$ cat config.mk
export PLATFORM = sky130hd
export DESIGN_NAME = mem_port_arbiter
export DESIGN_NICKNAME = d
export VERILOG_FILES = /design/src/rtl/mem_arb_pkg.sv /design/src/rtl/mem_timeout_ctr.sv /design/src/rtl/mem_port_arbiter.sv
export SDC_FILE = /design/constraint.sdc
export NUM_CORES = 1
export LEC_CHECK = 0
export CELL_PAD_IN_SITES_DETAIL_PLACEMENT = 1
export CELL_PAD_IN_SITES_GLOBAL_PLACEMENT = 1
export CORE_ASPECT_RATIO = 1.75
export CORE_MARGIN = 1.5
export CORE_UTILIZATION = 24
export DETAILED_ROUTE_END_ITERATION = 10
export GPL_TIMING_DRIVEN = 0
export PLACE_DENSITY = 0.82
export SKIP_CTS_REPAIR_TIMING = 1
export SLEW_MARGIN = 20
export SYNTH_ARGS = -nofsm -noshare
export SYNTH_HDL_FRONTEND = slang
export SYNTH_HIERARCHICAL = 1
export SYNTH_SLANG_ARGS = --single-unit
$ cat constraint.sdc
create_clock -name clk -period 1.8 [get_ports clk]
set_clock_uncertainty 0.1 [all_clocks]
set_input_delay 0.36 -clock clk [delete_from_list [all_inputs] [get_ports clk]]
set_output_delay 0.36 -clock clk [all_outputs]
set_load 0.02 [all_outputs]
$ cat src/rtl/mem_arb_pkg.sv
`default_nettype none
// ============================================================================
// Module   : mem_arb_pkg
// Desc     : Shared types and constants for the unified memory port arbiter.
// Revision : 1.0
// ============================================================================
package mem_arb_pkg;

  typedef enum logic [1:0] {
    ARB_IDLE = 2'd0,
    ARB_ADDR = 2'd1,
    ARB_RESP = 2'd2
  } state_t;

  typedef enum logic {
    OWN_IF = 1'b0,
    OWN_DM = 1'b1
  } owner_t;

  // Read data returned to the owner when a transaction is aborted.
  localparam logic [31:0] ERR_RDATA = 32'hDEAD_BEEF;

endpackage
`default_nettype wire

$ cat src/rtl/mem_timeout_ctr.sv
`default_nettype none
// ============================================================================
// Module   : mem_timeout_ctr
// Desc     : Cycle counter with clear/enable; tc flags count == TIMEOUT_CYCLES-1.
// Revision : 1.0
// ============================================================================
module mem_timeout_ctr #(
  parameter int TIMEOUT_CYCLES = 255
) (
  input  logic clk,
  input  logic rst_n,
  input  logic clr,
  input  logic en,
  output logic tc
);

  localparam int c_cnt_w = (TIMEOUT_CYCLES < 2) ? 1 : $clog2(TIMEOUT_CYCLES);
  localparam logic [c_cnt_w-1:0] c_terminal = c_cnt_w'(TIMEOUT_CYCLES - 1);

  logic [c_cnt_w-1:0] r_cnt;

  always_ff @(posedge clk) begin
    if (!rst_n) begin
      r_cnt <= '0;
    end else if (clr) begin
      r_cnt <= '0;
    end else if (en && (r_cnt != c_terminal)) begin
      r_cnt <= r_cnt + 1'b1;
    end
  end

  assign tc = en && (r_cnt == c_terminal);

endmodule
`default_nettype wire

$ cat src/rtl/mem_port_arbiter.sv
`default_nettype none
// ============================================================================
// Module   : mem_port_arbiter
// Desc     : Shares one memory port between fetch (IF) and data (DM), DM first.
//            Define MEM_ARB_TIMEOUT_EN to abort stalled transactions.
// Revision : 1.0
// ============================================================================
module mem_port_arbiter
  import mem_arb_pkg::*;
#(
  parameter int ADDR_WIDTH     = 32,
  parameter int DATA_WIDTH     = 32,
  parameter int TIMEOUT_CYCLES = 255
) (
  input  logic                    clk,
  input  logic                    rst_n,
  input  logic                    if_req,
  input  logic [ADDR_WIDTH-1:0]   if_addr,
  output logic                    if_gnt,
  output logic                    if_rvalid,
  output logic [DATA_WIDTH-1:0]   if_rdata,
  input  logic                    dm_req,
  input  logic                    dm_we,
  input  logic [ADDR_WIDTH-1:0]   dm_addr,
  input  logic [DATA_WIDTH-1:0]   dm_wdata,
  input  logic [DATA_WIDTH/8-1:0] dm_wstrb,
  output logic                    dm_gnt,
  output logic                    dm_rvalid,
  output logic [DATA_WIDTH-1:0]   dm_rdata,
  output logic                    mem_req,
  output logic                    mem_we,
  output logic [ADDR_WIDTH-1:0]   mem_addr,
  output logic [DATA_WIDTH-1:0]   mem_wdata,
  output logic [DATA_WIDTH/8-1:0] mem_wstrb,
  input  logic                    mem_gnt,
  input  logic                    mem_rvalid,
  input  logic [DATA_WIDTH-1:0]   mem_rdata,
  output logic                    busy,
  output logic                    bus_err
);

  state_t                  r_state;
  state_t                  w_state_nxt;
  owner_t                  r_owner;
  logic                    r_we;
  logic [ADDR_WIDTH-1:0]   r_addr;
  logic [DATA_WIDTH-1:0]   r_wdata;
  logic [DATA_WIDTH/8-1:0] r_wstrb;

  logic w_idle, w_in_addr, w_in_resp;
  logic w_dm_accept, w_if_accept;
  logic w_done, w_abort, w_finish;
  logic [DATA_WIDTH-1:0] w_rdata;

  assign w_idle      = (r_state == ARB_IDLE);
  assign w_in_addr   = (r_state == ARB_ADDR);
  assign w_in_resp   = (r_state == ARB_RESP);
  assign w_dm_accept = w_idle && dm_req;
  assign w_if_accept = w_idle && if_req && !dm_req;
  assign w_done      = w_in_resp && mem_rvalid;
  assign w_finish    = w_done || w_abort;

`ifdef MEM_ARB_TIMEOUT_EN
  logic w_tc;

  mem_timeout_ctr #(
    .TIMEOUT_CYCLES (TIMEOUT_CYCLES)
  ) u_timeout_ctr (
    .clk   (clk),
    .rst_n (rst_n),
    .clr   (w_dm_accept || w_if_accept),
    .en    (!w_idle),
    .tc    (w_tc)
  );

  // A handshake in the terminal cycle wins over the abort.
  assign w_abort = w_tc && ((w_in_addr && !mem_gnt) || (w_in_resp && !mem_rvalid));
  assign w_rdata = w_abort ? DATA_WIDTH'(ERR_RDATA) : mem_rdata;
  assign bus_err = rst_n && w_abort;
`else
  assign w_abort = 1'b0;
  assign w_rdata = mem_rdata;
  assign bus_err = 1'b0;
`endif

  always_comb begin
    w_state_nxt = r_state;
    case (r_state)
      ARB_IDLE: if (w_dm_accept || w_if_accept) w_state_nxt = ARB_ADDR;
      ARB_ADDR: begin
        if (mem_gnt)      w_state_nxt = ARB_RESP;
        else if (w_abort) w_state_nxt = ARB_IDLE;
      end
      ARB_RESP: if (w_finish) w_state_nxt = ARB_IDLE;
      default:  w_state_nxt = ARB_IDLE;
    endcase
  end

  always_ff @(posedge clk) begin
    if (!rst_n) begin
      r_state <= ARB_IDLE;
      r_owner <= OWN_IF;
      r_we    <= 1'b0;
      r_addr  <= '0;
      r_wdata <= '0;
      r_wstrb <= '0;
    end else begin
      r_state <= w_state_nxt;
      if (w_dm_accept) begin
        r_owner <= OWN_DM;
        r_we    <= dm_we;
        r_addr  <= dm_addr;
        r_wdata <= dm_wdata;
        r_wstrb <= dm_we ? dm_wstrb : '0;
      end else if (w_if_accept) begin
        r_owner <= OWN_IF;
        r_we    <= 1'b0;
        r_addr  <= if_addr;
        r_wdata <= '0;
        r_wstrb <= '0;
      end
    end
  end

  // Outputs are gated by rst_n so everything reads 0 during the reset cycle.
  assign dm_gnt    = rst_n && w_dm_accept;
  assign if_gnt    = rst_n && w_if_accept;
  assign busy      = rst_n && !w_idle;
  assign mem_req   = rst_n && w_in_addr && !w_abort;
  assign mem_we    = mem_req && r_we;
  assign mem_addr  = mem_req ? r_addr  : '0;
  assign mem_wdata = mem_req ? r_wdata : '0;
  assign mem_wstrb = mem_req ? r_wstrb : '0;

  assign if_rvalid = rst_n && w_finish && (r_owner == OWN_IF);
  assign dm_rvalid = rst_n && w_finish && (r_owner == OWN_DM);
  assign if_rdata  = if_rvalid ? w_rdata : '0;
  assign dm_rdata  = dm_rvalid ? w_rdata : '0;

endmodule
`default_nettype wire

After elaboration in Yosys (flattened, before gate mapping)
Index checks and enable logic that the tools add are counted.

cells by class
  div/mod/pow operators = 0
  muxes and demuxes = 19
  reductions and logical operators = 18
  equality and inequality tests = 5
  shift operators = 0
  $add $sub $neg = 0
  multiply operators = 0
  order comparisons = 0
  bitwise operators = 1

operator list
  operator                                                                  count
  32-bit 2-to-1 mux                                                         8
  4-bit 2-to-1 mux                                                          4
  1-bit logical AND                                                         12
  2-bit 2-to-1 mux                                                          3
  2-bit case mux with 3 select lines                                        1
  2-bit by 1-bit inequality test with 1-bit output (second input constant)  2
  1-bit 2-to-1 mux                                                          3
  3-bit AND reduction                                                       1
  2-bit by 1-bit equality test with 1-bit output (second input constant)    1
  2-bit equality test (second input constant)                               1
  1-bit zero test                                                           2
  2-bit zero test                                                           1
  2-bit inequality test (second input constant)                             1
  2-bit nonzero test                                                        1
  1-bit logical OR                                                          1
  1-bit inverter                                                            1

word-level totals
  bits in latches = 0
  ROM bits = 0
  flip-flop bits (word level) = 72
  input port bits = 139
  memory bits (writable) = 0
  memories = 0
  output and inout bits = 140

Longest topological paths before layout
Gate-level depths: netlist (run 1).

  depth in word-level cells = 6
  depth in mapped cells = 6

Worst setup path before layout (run 1)
Ideal clock, no wire load.

  kind = register -> output
  start = register r_state[1]
  end = output port if_gnt
  buffers on the path = 2
  slack = -0.083 ns
  cell stages (with the launch flop) = 6
  data arrival time = 1.423 ns
  cell sequence = dfxtp_1 nor2_4 buf_4 buf_2 nand2_1 nor3_1

between the ends
  cells in the longest elaborated chain, start to end = 4

ends and longest elaborated chain
  item                             RTL line                 RTL
  start: declaration               mem_port_arbiter.sv:42   state_t r_state;
  start signal: assignment         mem_port_arbiter.sv:108  r_state <= w_state_nxt;
  2-bit zero test                  mem_port_arbiter.sv:55   assign w_idle = (r_state == ARB_IDLE);
  1-bit logical AND (2 in series)  mem_port_arbiter.sv:59   assign w_if_accept = w_idle && if_req && !dm_req;
  1-bit logical AND                mem_port_arbiter.sv:127  assign if_gnt = rst_n && w_if_accept;
  end: declaration                 mem_port_arbiter.sv:19   output logic if_gnt,

No other way between the ends.

Final worst setup path (run 1)
  start = register r_state[0]
  end = output port dm_rdata[3]

between the ends
  cells in the longest elaborated chain, start to end = 5

ends and longest elaborated chain
  item                             RTL line                 RTL
  2-bit equality test              mem_port_arbiter.sv:57   assign w_in_resp = (r_state == ARB_RESP);
  1-bit logical AND                mem_port_arbiter.sv:60   assign w_done = w_in_resp && mem_rvalid;
  1-bit logical AND (2 in series)  mem_port_arbiter.sv:136  assign dm_rvalid = rst_n && w_finish && (r_owner == OWN_DM);
  32-bit 2-to-1 mux                mem_port_arbiter.sv:138  assign dm_rdata = dm_rvalid ? w_rdata : '0;
  end: declaration                 mem_port_arbiter.sv:29   output logic [DATA_WIDTH-1:0] dm_rdata,

No other way between the ends.

==> impl_results.md, run 1 <==
* Violated checks: setup timing
* First-pass GRT wire length at 23900 microns
* Overflow after GRT at 0
* Fmax at 473 MHz
* Slew @ Worst Pin at 702 ps
* Syn_nets at 544
* Detail Route Antenna Nets at 0
* CTS buffer count at 9
* Ys Warns at 6
* Status: finished, violations left
* Tmin final at 2110 ps
* Buffers on Ports at 277
* Die outline height at 172 microns
* Area occupied by multi-input gates at 2390 sq um
* Final Core Density at 48.4%
* DR vias at 4271
* Post-Syn Area at 3920 sq um
* Worst R2R Path Depth at 5
* Drt first pass iters at 4
* Clock Tree Root: clkbuf_16
* Htree depth at 3
* DR WL met2 at 9620 microns
* Effective utilization at floorplan at 24.6%
* Crit-path max FO at 9
* Register Area at 1450 sq um
* Fin crit share at 117%
* Synth cell types at 30
* Clk slew on worst S/H paths at 60 ps
* # clock sinks at 72
* Tot GR Track Use at 17.8%
* Seq cells post-synth at 72
* DR iter-0 viols at 64
* Power Dens Cells at 622 nW/um^2
* Top Metal Used: met4
* Startpoint Class: flop
* CTS tree: done
* # fillers at 1759
* Placed wire-length estimate at 12800 microns
* Vias in the first global route at 4498
* Initial antenna violation count at 0
* Synth Instances at 405
* Pleak at 3.48 nW
* Rel. slew slack at 53.2%
* Die Wd at 99.6 microns
* # nets final at 859
* Die area at 17100 sq um
* Top Ports at 279
* Antenna diodes at 0
* CP arrival at 1650 ps
* Area Growth Syn to Fin at 97.3%
* Pin count of the biggest net entering global routing at 16
* Worst setup EP type: output port
* DRC viols at 0
* Syn_area_per_cell at 9.67 sq um
* Final WS setup at -314 ps
* Met3 WL at 1030 microns
* Unrepaired setup endpoints after global routing: yes
* Maximum root-to-sink buffer count at 2
* Peak supply drop at 0.000371 V
* Max Transition Viols Final at 0
* WHS Path Cells at 2
* Critical path class: flop to output port
* Routed vias/inst at 4.67
* Non-Filler Instances at 914
* Wire length per cell at 18.6 microns
* Detailed-route wire length at 17000 microns
* Routability cong. at 0.866
* Final Hold Viols at 0
* WP data required at 1340 ps
* Dpl cells at 871
* Share of cells above drive strength 1 at 44.4%
* Wl on met1 at 6060 microns
* Max-cap violations at 0
* Worst-Skew Late Latency at 330 ps
* Core area at 16000 sq um
* Hold crit path type: primary input to flop
* Worst hold slack at 225 ps
* # setup viols final at 138
* Post-synthesis sequential area ratio at 36.8%
* # rows at 61
==> synth_stat cells <==
master    count  area, sq um
a211oi_1      2         15.0
a211oi_2     30          375
a21bo_2       2         20.0
a21oi_1      35          175
a21oi_4       1         16.3
a22o_1       36          315
and2_1      134          838
and3_4        1         11.3
and4_1        1         8.76
and4bb_2      1         12.5
buf_1         1         3.75
buf_2        15         75.1
buf_4         3         22.5
buf_6         8         90.1
clkbuf_1     14         52.6
conb_1        1         3.75
dfxtp_1      72         1440
inv_1         1         3.75
mux2i_1      32          320
nand2_1       4         15.0
nand3_1       1         5.00
nand3b_1      1         7.51
nor2_1        2         7.51
nor2_4        1         11.3
nor3_1        1         5.00
nor3b_1       1         7.51
nor3b_4       1         18.8
nor4b_4       1         23.8
o21a_1        1         7.51
or2_1         1         6.26
==> flip-flops by register name, summed over array words and instances (netlist names) <==
register / cells
r_addr: 32
r_wdata: 32
r_wstrb: 4
r_state: 2
r_owner: 1
r_we: 1
==> where the power goes <==
part	internal (mW)	leakage, nW	total, mW	switching [mW]
logic	0.715	2.76	1.26	0.549
clock network	0.961	0.133	1.72	0.758
registers	1.74	0.595	1.82	0.0841
total	3.42	3.48	4.81	1.39
==> path summary, 6_finish.rpt <==
path	start	slack, ps	to
max reg2reg	r_state[0]$_SDFFE_PN0P_	230	r_addr[11]$_SDFFE_PN0P_
min	rst_n	220	r_state[0]$_SDFFE_PN0P_
min reg2reg	r_wdata[29]$_SDFFE_PN0P_	370	r_wdata[29]$_SDFFE_PN0P_
max	r_state[0]$_SDFFE_PN0P_	-310	dm_rdata[3]
==> per-layer routing <==
metal	vias up	global-route usage (%)
met3	23	4.53
li1	2035	-
met1	2037	18.0
met2	176	35.1
met4	0	5.82
met5	-	0
==> worst max-delay path, stage by stage (launching register included) <==
cell,delay [ps]
dfxtp_4,370
and4bb_4,440
buf_4,150
buf_6,110
and2_4,140
buf_6,110
==> per-stage QoR <==
step           setup WS, ps  cell area (sq um)  power (mW)  setup TNS, ps
2_1_floorplan          54.7               3920        2.41              0
3_3_place_gp          -1490               6930        2.94        -193160
3_5_place_dp          -1490               6930        2.99        -199330
4_1_cts               -1490               7220        4.73        -179190
5_1_grt                -391               7720        5.05         -45420
6_report               -314               7720        4.81         -34530
==> placed cells by master (no fill, tap or decap), drive strengths merged, types with 5 or more instances in the layout <==
master	instances
clkbuf	33
buf	181
mux2i	32
clkdlybuf4s50	136
a21oi	36
dfxtp	72
inv	5
and2	134
a211oi	32
a22o	36
==> final cells by class <==
| type | count | share of cell area (%) |
|---|---|---|
| Buffer | 38 | 4.78 |
| Clock buffer | 9 | 2.92 |
| Clock inverter | 7 | 0.810 |
| Inverter | 1 | 0.0486 |
| Multi-Input combinational cell | 291 | 30.9 |
| Sequential cell | 72 | 18.8 |
| Tap cell | 189 | 3.06 |
| Timing Repair Buffer | 307 | 38.7 |
==> cells by family (layout without fill, tap and decap cells) <==
group | after synthesis | in the layout | share of synthesized area, %
AOI/OAI and AO/OA | 107 | 107 | 23.6
other | 1 | 1 | 0.0958
DFF | 72 | 72 | 36.8
and+or+nand+nor | 151 | 151 | 25.0
buffers and inverters | 42 | 362 | 6.33
muxes | 32 | 32 | 8.18
No activity file was read; power rests on OpenSTA's default activity.
==> inputs of run 2 (changes only) <==
CORE_AREA = 2 2 110 112   (was not set)
CORE_ASPECT_RATIO = not set   (was 1.75)
CORE_MARGIN = not set   (was 1.5)
CORE_UTILIZATION = not set   (was 24)
DIE_AREA = 0 0 112 114   (was not set)
DONT_BUFFER_PORTS = 1   (was not set)
PLACE_DENSITY = 0.66   (was 0.82)
==> impl_results.md, run 2 (synthesis gave the netlist of run 1 again) <==
* Fin crit share at 108%
* DRC viols at 0
* Fmax at 513 MHz
* First-pass GRT wire length at 17500 microns
* Effective utilization at floorplan at 33.4%
* CTS tree: done
* Status: finished, violations left
* Routability cong. at 0.871
* Startpoint Class: flop
* Clock Tree Root: clkbuf_16
* Cell Chain, Critical Path: nor4b_4 > buf_4 > buf_8 > and2_4
* DR iter-0 viols at 80
* R2r endpoint: r_addr[10]$_SDFFE_PN0P_
* DR vias at 3211
* Htree depth at 3
* Worst R2R Path Depth at 5
* CTS buffer count at 9
* Unrepaired setup endpoints after global routing: yes
* # setup viols final at 132
* Peak supply drop at 0.000769 V
* Total power at 4.54 mW
* # fillers at 1262
* Worst hold slack at 41.7 ps
* Power Dens Cells at 888 nW/um^2
* Post-DP Area at 4110 sq um
* Area Growth Syn to Fin at 30.6%
* Slew @ Worst Pin at 738 ps
* Rel. slew slack at 50.8%
* Worst setup EP type: output port
* Setup TNS at -15640 ps
* # clock sinks at 72
* R2r startpoint: r_state[0]$_SDFFE_PN0P_
* Core area at 11700 sq um
* Most common cell after layout, fill and taps aside: and2_4
* Final Hold Viols at 0
* Tot GR Track Use at 17.6%
* Maximum root-to-sink buffer count at 2
* Antenna diodes at 0
* Critical path class: flop to output port
* # rows at 40
* Crit-path max FO at 7
* Max incr delay on CP at 400 ps
* Wire length per cell at 21.8 microns
* WP data required at 1340 ps
* Worst-Skew Late Latency at 330 ps
* Detail Route Antenna Nets at 0
* Routed vias/inst at 5.49
* Vias in the first global route at 3128
* Buffers on Ports at 0
* Non-Filler Instances at 585
* Hold crit path type: primary input to flop
* Die area at 12800 sq um
* Final WS setup at -149 ps
* Max-cap violations at 0
* # nets final at 573
* Overflow after GRT at 0
* Max Transition Viols Final at 0
* Top Ports at 279
* Cell area after layout at 5120 sq um
* Dpl cells at 552
* Final Core Density at 43.7%
* Violated checks: setup timing
* Regs by FF count: r_addr: 32 flops, r_wdata: 32 flops, r_wstrb: 4 flops
* CP arrival at 1490 ps
* Critical path capture point: if_rdata[29]
* R2R setup slack at 30 ps
* Initial antenna violation count at 0
* Die outline height at 114 microns
* Pin count of the biggest net entering global routing at 12
* Pre-CTS setup slack at -476 ps
* Placed wire-length estimate at 9050 microns
* Share of cells above drive strength 1 at 55.5%
* CP startpoint: r_state[1]$_SDFFE_PN0P_
* Critical path's slowest cell: dfxtp_4
* Clk slew on worst S/H paths at 50 ps
* Pleak at 2.15 nW
* Die Wd at 112 microns
* Drt first pass iters at 6
* Tmin final at 1950 ps
* Detailed-route wire length at 12700 microns
* Most frequent cells in the layout: 133 x and2_4, 69 x dfxtp_1, 36 x a22o_1
## run 2: critical path: cells and delay by family (launching register included)
kind	cells	cell delay, ps
simple gates	2	430
buf+inv	2	320
flops	1	400
## run 2: how the worst min path moves through the flow
stage / startpoint / end / slack, ps / cells after the start
after floorplan: r_wdata[28]$_SDFFE_PN0P_ / r_wdata[28]$_SDFFE_PN0P_ / 330 / 1
after global placement: r_wdata[17]$_SDFFE_PN0P_ / r_wdata[17]$_SDFFE_PN0P_ / 350 / 1
after global routing: rst_n / r_state[0]$_SDFFE_PN0P_ / 30 / 1
final: rst_n / r_state[0]$_SDFFE_PN0P_ / 40 / 1
after detailed placement: r_wdata[11]$_SDFFE_PN0P_ / r_wdata[11]$_SDFFE_PN0P_ / 350 / 1
after CTS: rst_n / r_state[0]$_SDFFE_PN0P_ / 30 / 1
## run 2: final cells by class
class                           instances  area (sq um)  area share [%]
Clock inverter                          4          70.1            1.37
Clock buffer                           11           233            4.55
Multi-Input combinational cell        291          2580            50.5
Timing Repair Buffer                   20           235            4.60
Sequential cell                        72          1450            28.3
Buffer                                 39           358            6.99
Tap cell                              147           184            3.60
Inverter                                1          3.75          0.0734
## run 2: power breakdown
part	switching, mW	internal (mW)
registers	0.0877	1.74
logic	0.467	0.400
clock network	0.646	1.20
total	1.20	3.34
## run 2: per-layer routing
metal | share of wire, % | track usage, % | wire (microns)
met5 | 0 | 0 | 0
met4 | 1.7 | 6.02 | 215
met1 | 42 | 21.8 | 5310
met2 | 48 | 28.3 | 6140
met3 | 8.3 | 6.70 | 1060
